<file path="src/rtl/qpsk_demodulator_if.sv">
// qpsk_demodulator_if -- sample input and demodulated output bundle of the QPSK demodulator.
// The master side (stimulus source / downstream) drives the samples; the slave side is the demodulator.
interface qpsk_demodulator_if #(
   parameter int ACC_W = 32
) ();
   logic                    enable;
   logic                    phase_sync;
   logic signed [15:0]      wave_in;
   logic signed [ACC_W-1:0] I_acc_out;
   logic signed [ACC_W-1:0] Q_acc_out;
   logic [1:0]              sym_pair;
   logic                    sym_valid;
   logic                    bit_out;
   logic                    bit_valid;
   logic                    sat_flag;

   modport master (
      output enable, phase_sync, wave_in,
      input  I_acc_out, Q_acc_out, sym_pair, sym_valid, bit_out, bit_valid, sat_flag
   );

   modport slave (
      input  enable, phase_sync, wave_in,
      output I_acc_out, Q_acc_out, sym_pair, sym_valid, bit_out, bit_valid, sat_flag
   );
endinterface

</file>
<file path="src/rtl/qpsk_demodulator.sv">
// qpsk_demodulator -- QPSK receive path: mixes each carrier sample down with a 16-entry
// cos/sin table, integrates-and-dumps over SYM_LEN samples, slices the I/Q integrals to a
// bit pair and serialises the pair (older bit first).
// Optional macro QPSK_DEMOD_SAT_EN: accumulators saturate and a sticky sat_flag reports any
// clamp; without it the accumulators wrap and sat_flag is tied low.
module qpsk_demodulator #(
   parameter int SYM_LEN = 16,
   parameter int ACC_W   = 32
) (
   input logic               clk,
   input logic               rst_n,
   qpsk_demodulator_if.slave bus
);
   localparam int PROD_W = 24;
   localparam int SAMP_W = $clog2(SYM_LEN);
   localparam int SUM_W  = ((ACC_W > PROD_W) ? ACC_W : PROD_W) + 1;
   localparam logic [SAMP_W-1:0] SAMP_LAST = SAMP_W'(SYM_LEN - 1);

   // Carrier cosine table, amplitude 127, 16 phases per carrier period.
   function automatic logic signed [7:0] cos_lut(input logic [3:0] ph);
      case (ph)
         4'd0:    cos_lut = 8'sd127;
         4'd1:    cos_lut = 8'sd118;
         4'd2:    cos_lut = 8'sd90;
         4'd3:    cos_lut = 8'sd49;
         4'd5:    cos_lut = -8'sd49;
         4'd6:    cos_lut = -8'sd90;
         4'd7:    cos_lut = -8'sd118;
         4'd8:    cos_lut = -8'sd127;
         4'd9:    cos_lut = -8'sd118;
         4'd10:   cos_lut = -8'sd90;
         4'd11:   cos_lut = -8'sd49;
         4'd13:   cos_lut = 8'sd49;
         4'd14:   cos_lut = 8'sd90;
         4'd15:   cos_lut = 8'sd118;
         default: cos_lut = 8'sd0;
      endcase
   endfunction

   // Accumulator add; returns {clamped, result}. Overflow is detected on a widened sum so the
   // product may be wider than the accumulator.
   function automatic logic [ACC_W:0] acc_add(input logic [ACC_W-1:0] acc,
                                              input logic [PROD_W-1:0] prod);
      logic [SUM_W-1:0]       sum;
      logic [SUM_W-ACC_W:0]   top;
      logic                   in_range;
      sum = {{(SUM_W-ACC_W){acc[ACC_W-1]}}, acc} + {{(SUM_W-PROD_W){prod[PROD_W-1]}}, prod};
      top = sum[SUM_W-1:ACC_W-1];
      in_range = (&top) | (~|top);
`ifdef QPSK_DEMOD_SAT_EN
      if (in_range) begin
         acc_add = {1'b0, sum[ACC_W-1:0]};
      end else if (sum[SUM_W-1]) begin
         acc_add = {1'b1, 1'b1, {(ACC_W-1){1'b0}}};
      end else begin
         acc_add = {1'b1, 1'b0, {(ACC_W-1){1'b1}}};
      end
`else
      acc_add = {~in_range, sum[ACC_W-1:0]};
`endif
   endfunction

   logic [3:0]              phase_q, phase_d;
   logic [SAMP_W-1:0]       samp_q, samp_d;
   logic signed [PROD_W-1:0] p_i_q, p_i_d, p_q_q, p_q_d;
   logic                    p_valid_q, p_valid_d, p_last_q, p_last_d;
   logic [ACC_W-1:0]        acc_i_q, acc_i_d, acc_q_q, acc_q_d;
   logic [ACC_W-1:0]        i_out_q, i_out_d, q_out_q, q_out_d;
   logic [1:0]              pair_q, pair_d;
   logic                    sym_valid_q, sym_valid_d;
   logic                    bit_out_q, bit_out_d, bit_valid_q, bit_valid_d;
   logic                    pend_bit_q, pend_bit_d, pend_valid_q, pend_valid_d;
   logic                    sat_q, sat_d;

   logic signed [7:0]       cos_s, sin_s;
   logic signed [PROD_W-1:0] prod_i_s, prod_q_s;
   logic                    samp_last_s;
   logic [ACC_W:0]          add_i_s, add_q_s;

   // Mixer: table lookup (sin is cos delayed by a quarter period) and the two products.
   always_comb begin
      cos_s       = cos_lut(phase_q);
      sin_s       = cos_lut(phase_q - 4'd4);
      prod_i_s    = bus.wave_in * cos_s;
      prod_q_s    = -(bus.wave_in * sin_s);
      samp_last_s = (samp_q == SAMP_LAST);
      add_i_s     = acc_add(acc_i_q, p_i_q);
      add_q_s     = acc_add(acc_q_q, p_q_q);
   end

   // Counters, product stage and integrate-and-dump; phase_sync restarts the symbol.
   always_comb begin
      phase_d     = phase_q;
      samp_d      = samp_q;
      p_i_d       = '0;
      p_q_d       = '0;
      p_valid_d   = 1'b0;
      p_last_d    = 1'b0;
      acc_i_d     = acc_i_q;
      acc_q_d     = acc_q_q;
      i_out_d     = i_out_q;
      q_out_d     = q_out_q;
      pair_d      = pair_q;
      sym_valid_d = 1'b0;
      sat_d       = sat_q;
      if (bus.phase_sync) begin
         phase_d = 4'd0;
         samp_d  = '0;
         acc_i_d = '0;
         acc_q_d = '0;
      end else begin
         if (bus.enable) begin
            phase_d   = phase_q + 4'd1;
            samp_d    = samp_last_s ? '0 : samp_q + SAMP_W'(1);
            p_i_d     = prod_i_s;
            p_q_d     = prod_q_s;
            p_valid_d = 1'b1;
            p_last_d  = samp_last_s;
         end else begin
            phase_d = phase_q;
            samp_d  = samp_q;
         end
         if (p_valid_q) begin
`ifdef QPSK_DEMOD_SAT_EN
            sat_d = sat_q | add_i_s[ACC_W] | add_q_s[ACC_W];
`else
            sat_d = 1'b0;
`endif
            if (p_last_q) begin
               // A sum of exactly zero slices as positive (sign bit 0).
               i_out_d     = add_i_s[ACC_W-1:0];
               q_out_d     = add_q_s[ACC_W-1:0];
               pair_d      = {add_q_s[ACC_W-1], add_i_s[ACC_W-1]};
               sym_valid_d = 1'b1;
               acc_i_d     = '0;
               acc_q_d     = '0;
            end else begin
               acc_i_d = add_i_s[ACC_W-1:0];
               acc_q_d = add_q_s[ACC_W-1:0];
            end
         end else begin
            acc_i_d = acc_i_q;
            acc_q_d = acc_q_q;
         end
      end
   end

   // Serializer: emits the older bit on the cycle after sym_valid, the newer bit one later.
   always_comb begin
      bit_out_d    = bit_out_q;
      bit_valid_d  = 1'b0;
      pend_bit_d   = pend_bit_q;
      pend_valid_d = 1'b0;
      if (sym_valid_q) begin
         bit_out_d    = pair_q[1];
         bit_valid_d  = 1'b1;
         pend_bit_d   = pair_q[0];
         pend_valid_d = 1'b1;
      end else if (pend_valid_q) begin
         bit_out_d   = pend_bit_q;
         bit_valid_d = 1'b1;
      end else begin
         bit_out_d = bit_out_q;
      end
   end

   // State registers with synchronous active-low reset.
   always_ff @(posedge clk) begin
      if (!rst_n) begin
         phase_q      <= 4'd0;
         samp_q       <= '0;
         p_i_q        <= '0;
         p_q_q        <= '0;
         p_valid_q    <= 1'b0;
         p_last_q     <= 1'b0;
         acc_i_q      <= '0;
         acc_q_q      <= '0;
         i_out_q      <= '0;
         q_out_q      <= '0;
         pair_q       <= 2'b00;
         sym_valid_q  <= 1'b0;
         bit_out_q    <= 1'b0;
         bit_valid_q  <= 1'b0;
         pend_bit_q   <= 1'b0;
         pend_valid_q <= 1'b0;
         sat_q        <= 1'b0;
      end else begin
         phase_q      <= phase_d;
         samp_q       <= samp_d;
         p_i_q        <= p_i_d;
         p_q_q        <= p_q_d;
         p_valid_q    <= p_valid_d;
         p_last_q     <= p_last_d;
         acc_i_q      <= acc_i_d;
         acc_q_q      <= acc_q_d;
         i_out_q      <= i_out_d;
         q_out_q      <= q_out_d;
         pair_q       <= pair_d;
         sym_valid_q  <= sym_valid_d;
         bit_out_q    <= bit_out_d;
         bit_valid_q  <= bit_valid_d;
         pend_bit_q   <= pend_bit_d;
         pend_valid_q <= pend_valid_d;
         sat_q        <= sat_d;
      end
   end

   assign bus.I_acc_out = i_out_q;
   assign bus.Q_acc_out = q_out_q;
   assign bus.sym_pair  = pair_q;
   assign bus.sym_valid = sym_valid_q;
   assign bus.bit_out   = bit_out_q;
   assign bus.bit_valid = bit_valid_q;
   assign bus.sat_flag  = sat_q;
endmodule

</file>
<file path="src/flat_wrapper.sv">
// flat-port wrapper written by rule: the top's interface ports become plain ports
module qpsk_demodulator_flat 
#(
   parameter int SYM_LEN = 16,
   parameter int ACC_W   = 32
)
  (clk, rst_n, bus_enable, bus_phase_sync, bus_wave_in, bus_I_acc_out, bus_Q_acc_out, bus_sym_pair, bus_sym_valid, bus_bit_out, bus_bit_valid, bus_sat_flag);
  qpsk_demodulator_if #(.ACC_W(ACC_W)) bus_i ();
  input logic clk;
  input logic rst_n;
  input wire logic [$bits(bus_i.enable)-1:0] bus_enable;
  input wire logic [$bits(bus_i.phase_sync)-1:0] bus_phase_sync;
  input wire logic [$bits(bus_i.wave_in)-1:0] bus_wave_in;
  output wire logic [$bits(bus_i.I_acc_out)-1:0] bus_I_acc_out;
  output wire logic [$bits(bus_i.Q_acc_out)-1:0] bus_Q_acc_out;
  output wire logic [$bits(bus_i.sym_pair)-1:0] bus_sym_pair;
  output wire logic [$bits(bus_i.sym_valid)-1:0] bus_sym_valid;
  output wire logic [$bits(bus_i.bit_out)-1:0] bus_bit_out;
  output wire logic [$bits(bus_i.bit_valid)-1:0] bus_bit_valid;
  output wire logic [$bits(bus_i.sat_flag)-1:0] bus_sat_flag;
  assign bus_i.enable = bus_enable;
  assign bus_i.phase_sync = bus_phase_sync;
  assign bus_i.wave_in = bus_wave_in;
  assign bus_I_acc_out = bus_i.I_acc_out;
  assign bus_Q_acc_out = bus_i.Q_acc_out;
  assign bus_sym_pair = bus_i.sym_pair;
  assign bus_sym_valid = bus_i.sym_valid;
  assign bus_bit_out = bus_i.bit_out;
  assign bus_bit_valid = bus_i.bit_valid;
  assign bus_sat_flag = bus_i.sat_flag;
  qpsk_demodulator #(.SYM_LEN(SYM_LEN), .ACC_W(ACC_W)) u_core (.clk(clk), .rst_n(rst_n), .bus(bus_i));
endmodule
</file>
<file path="config.mk">
export PLATFORM = sky130hd
export DESIGN_NAME = qpsk_demodulator_flat
export DESIGN_NICKNAME = d
export VERILOG_FILES = /design/src/rtl/qpsk_demodulator_if.sv /design/src/rtl/qpsk_demodulator.sv /design/src/flat_wrapper.sv
export SDC_FILE = /design/constraint.sdc
export NUM_CORES = 1
export LEC_CHECK = 0
export BUFFER_PORTS_ARGS = -buffer_cell sky130_fd_sc_hd__buf_4
export CAP_MARGIN = 20
export CORE_MARGIN = 5
export CORE_UTILIZATION = 40
export CTS_BUF_LIST = sky130_fd_sc_hd__clkbuf_16
export CTS_CLUSTER_SIZE = 10
export DETAILED_ROUTE_END_ITERATION = 16
export PLACE_DENSITY = 0.65
export SLEW_MARGIN = 20
export SYNTH_ARGS = -nofsm -noshare
export SYNTH_HDL_FRONTEND = slang
export SYNTH_SLANG_ARGS = --single-unit
</file>
<file path="constraint.sdc">
create_clock -name clk -period 7.35 [get_ports clk]
set_input_delay 1.47 -clock clk [delete_from_list [all_inputs] [get_ports clk]]
set_output_delay 1.47 -clock clk [all_outputs]
set_load 0.02 [all_outputs]
</file>
==> summary.txt <==
STA
  • Pins Over Slew Limit: 0
  • Final worst setup slack: 0.882 ns
  • Clk_skew: 0.0137 ns
  • Setup TNS: 0 ns
  • Tcrit/Tclk final: 88.0%
  • RSZ-0062 raised after global routing: false
  • Highest clock rate: 155 MHz
  • Setup violations, final: 0
  • Relative slew margins: 29.9%
  • Post-layout min period: 6.47 ns
  • Measured slew at the worst slew-check pin: 1.05 ns
  • Final Hold Vio Count: 0

Placed design
  • Placed Cells: 2,853
  • Pre-CTS setup slack: 0.732 ns
  • HPWL Detailed: 36,000 um
  • PortBufs: 88
  • RD Place Congestion: 0.878

Floorplan
  • Initial Util: 40.4%
  • Top Ports: 90
  • Die area: 0.0526 sq mm
  • Die height: 229 um
  • Core footprint: 0.0476 sq mm
  • Die extent in x: 229 um
  • Row Count: 80

Clock tree
  • CTS HTree Levels: 4
  • Clock sinks: 199
  • Clock Pin Slew Worst Setup and Hold Paths: 0.07 ns
  • Largest buffer count on any clock path: 2
  • Post-CTS sizing: 0
  • Total CTS buffers: 17
  • CTS tree: done
  • Worst-skew pair later-pin latency: 0.45 ns
  • Clock Root Buffer: clkbuf_16
  • Post-CTS Setup Repair Bufs: 0
  • # hold bufs at CTS: 0

Drt
  • Drt first-iter violations: 951
  • Antenna Nets Post-Route: 0
  • Drt pass-1 iters: 4
  • Vias: 14,986
  • Total wire length: 45,200 um
  • Avg WL per Cell: 15.7 um
  • DR vias/cell: 5.20
  • Drc violations: 0

Global routing
  • Met2 Track Usage GR: 28.4%
  • Met1 Usage GRT: 25.1%
  • GRT met3 Usage: 2.09%
  • Initial antenna violation count: 0
  • Number of global-route vias before repair: 15,384
  • Grt peak-use layer: met2
  • Grt total ovfl: 0
  • Global-route wire length before repair: 77,200 um
  • All-layer global routing usage: 17.4%
  • Largest net degree at the start of global routing: 65

Setup path
  • Crit-path cells: inv_1 -> ha_1 -> inv_1 -> mux2_2 -> and2_1 -> fa_1 -> inv_1 -> fa_1 -> fa_1 -> fa_1 -> ha_1 -> ha_1 -> a21o_1 -> a21oi_1 -> o311ai_4 -> a2111oi_4 -> nor4_2 -> nor4b_2 -> o31ai_2 -> xnor2_1 -> nor2_1
  • Startpoint type of the worst setup path: flip-flop
  • Reg2reg start: u_core.phase_q[0]
  • Critical path's top delay family: adder cells
  • Arrival time at the worst endpoint: 6.80 ns
  • Critical path origin: u_core.phase_q[0]
  • Critical Path RT: 7.68 ns
  • R2R depth: 21
  • Crit path capture type: flip-flop
  • CP max stage cell: fa_1
  • Worst-path fanout max: 17
  • Worst path bufs/invs: 3
  • Largest incremental delay on the critical path: 0.57 ns
  • R2r endpoint: u_core.p_q_q[22]
  • CP most frequent cell: fa_1
  • Worst path depth: 21
  • CP endpoint: u_core.p_q_q[22]
  • Reg-to-reg slack, setup: 0.88 ns
  • Critical path class: reg -> reg

Synth
  • EDFF count, synth: 0
  • Ys flop type: dfxtp_1
  • Seq/Total Area, Yosys: 20.7%
  • Syn Area/Cell: 8.63 sq um
  • Netlist cell types: 85
  • Asr flop ratio synth: 0%
  • Syn nets: 2,643
  • Synth warnings: 0
  • Syn Inst Count: 2,231
  • Synth Register Bits: 199
  • Post-Syn Area: 0.0193 sq mm

Pwr
  • Leakage power: 9.37 nW
  • Peak supply drop: 0.240 mV
  • Pwr dens: 225 mW/mm^2

Finish
  • Fill count: 4,688
  • Layout Nets: 2,669
  • FF+latch area: 0.00398 sq mm
  • Layout cells sized above 1: 7.18%
  • Synth-to-layout area growth: 8.93%
  • Non-filler cells, final: 2,884
  • Diodes inserted: 0
  • Area of the multi-input gates: 0.0139 sq mm

Outcome
  • Status: complete, no violations

Run
  • Max-cap violations: 0

Hold path
  • Hold crit path type: reg -> reg
==> state kept, by name, indices dropped and copies added (netlist names), 4 cells and up <==
register	count
u_core.phase_q	4
u_core.bus.Q_acc_out	31
u_core.bus.I_acc_out	31
u_core.samp_q	4
u_core.acc_q_q	32
u_core.p_i_q	24
u_core.acc_i_q	32
u_core.cos_s	8
u_core.p_q_q	24
==> worst register-to-register path, stage by stage, from the launching register on <==
cell,delay (ns)
dfxtp_1,0.48
inv_1,0.19
ha_1,0.33
inv_1,0.05
mux2_2,0.39
and2_1,0.23
fa_1,0.54
inv_1,0.05
fa_1,0.49
fa_1,0.57
fa_1,0.43
ha_1,0.29
ha_1,0.34
a21o_1,0.19
a21oi_1,0.36
o311ai_4,0.20
a2111oi_4,0.41
nor4_2,0.11
nor4b_2,0.35
o31ai_2,0.13
xnor2_1,0.17
nor2_1,0.05
==> worst min path at each step <==
stage / from / end / slack (ns) / cells after the start
2_1_floorplan: u_core.acc_i_q[30] / u_core.acc_i_q[30] / 0.43 / 2
3_3_place_gp: u_core.acc_i_q[30] / u_core.acc_i_q[30] / 0.44 / 2
3_5_place_dp: u_core.acc_i_q[28] / u_core.acc_i_q[28] / 0.45 / 2
4_1_cts: u_core.acc_i_q[28] / u_core.acc_i_q[28] / 0.46 / 2
5_1_grt: u_core.bus.I_acc_out[11] / u_core.bus.I_acc_out[11] / 0.47 / 2
6_report: u_core.bus.I_acc_out[22] / u_core.bus.I_acc_out[22] / 0.45 / 2
==> cells in the mapped netlist (7+ instances only) <==
master / n / area, sq um
a22oi_1: 28 / 210
o21bai_1: 12 / 90.1
and2_1: 179 / 1120
a31oi_1: 14 / 87.6
and3_1: 19 / 119
dfxtp_1: 199 / 3980
nand3_1: 31 / 155
xor2_1: 38 / 333
mux2i_1: 10 / 100
fa_1: 203 / 4060
a21o_1: 44 / 330
a21oi_1: 142 / 711
nor3_1: 29 / 145
nand2b_1: 22 / 138
clkbuf_1: 80 / 300
nand2_1: 226 / 848
nor2_1: 165 / 619
xnor2_1: 64 / 561
o21a_1: 15 / 113
nor2b_1: 8 / 50.1
o21ai_0: 44 / 220
nand4_1: 13 / 81.3
nor3b_1: 7 / 52.6
o211ai_1: 8 / 60.1
ha_1: 189 / 2360
a211oi_1: 11 / 82.6
a22o_1: 23 / 201
o21ai_1: 27 / 135
buf_1: 11 / 41.3
inv_1: 273 / 1020
==> stage by stage <==
stage	hold slack [ns]	utilization [%]	area, sq um	power [mW]
detailed placement	0.447	42.9	20400	3.88
global route	0.475	44.0	21000	5.21
finish	0.454	44.0	21000	4.73
floorplan	0.430	-	19300	3.31
global placement	0.437	42.9	20400	3.83
CTS	0.457	44.0	21000	4.77
==> routing by layer <==
metal | vias to the layer above | part of all wire, %
li1 | 7355 | -
met1 | 7367 | 50
met2 | 236 | 45
met3 | 28 | 3.5
met4 | 0 | 0.76
met5 | - | 0
==> power by group <==
| group | total [mW] | internal [mW] | leakage (nW) | switching (mW) |
|---|---|---|---|---|
| clock | 0.871 | 0.462 | 0.269 | 0.409 |
| sequential | 1.18 | 1.13 | 1.61 | 0.0562 |
| combinational | 2.68 | 1.14 | 7.49 | 1.53 |
==> layout make-up <==
type,instances,share of cell area [%]
Inverter,276,4.94
Tap cell,615,3.67
Sequential cell,199,19.0
Timing Repair Buffer,104,3.72
Multi-Input combinational cell,1659,66.1
Clock inverter,14,0.537
Clock buffer,17,2.03
==> cell families (layout without fill, tap and decap cells) <==
kind of cell / after synthesis / count (layout) / synth area share, %
simple gates: 732 / 732 / 18.7
compound gates: 420 / 420 / 14.5
flops: 199 / 199 / 20.7
buf+inv: 373 / 411 / 7.35
mux: 11 / 11 / 0.578
other cells: 1 / 1 / 0.0195
fa+ha+maj: 392 / 392 / 33.4
xor+xnor: 103 / 103 / 4.76
==> layout by cell type (no fill, tap or decap), types with 15 or more instances in the layout <==
master	Yosys	final
o21a_1	15	15
nor3_1	29	29
o21ai_0	44	44
ha_1	189	189
nand3_1	31	31
buf_4	3	104
a22o_1	23	23
o21ai_1	27	27
dfxtp_1	199	199
nand2b_1	22	22
clkbuf_16	0	17
nor2_1	165	163
xnor2_1	64	64
and2_1	179	179
and3_1	19	19
a21oi_1	142	142
inv_1	273	275
nand2_1	226	226
fa_1	203	203
xor2_1	38	38
a21o_1	44	44
a22oi_1	28	28
Power figures use the tool's default switching activity.
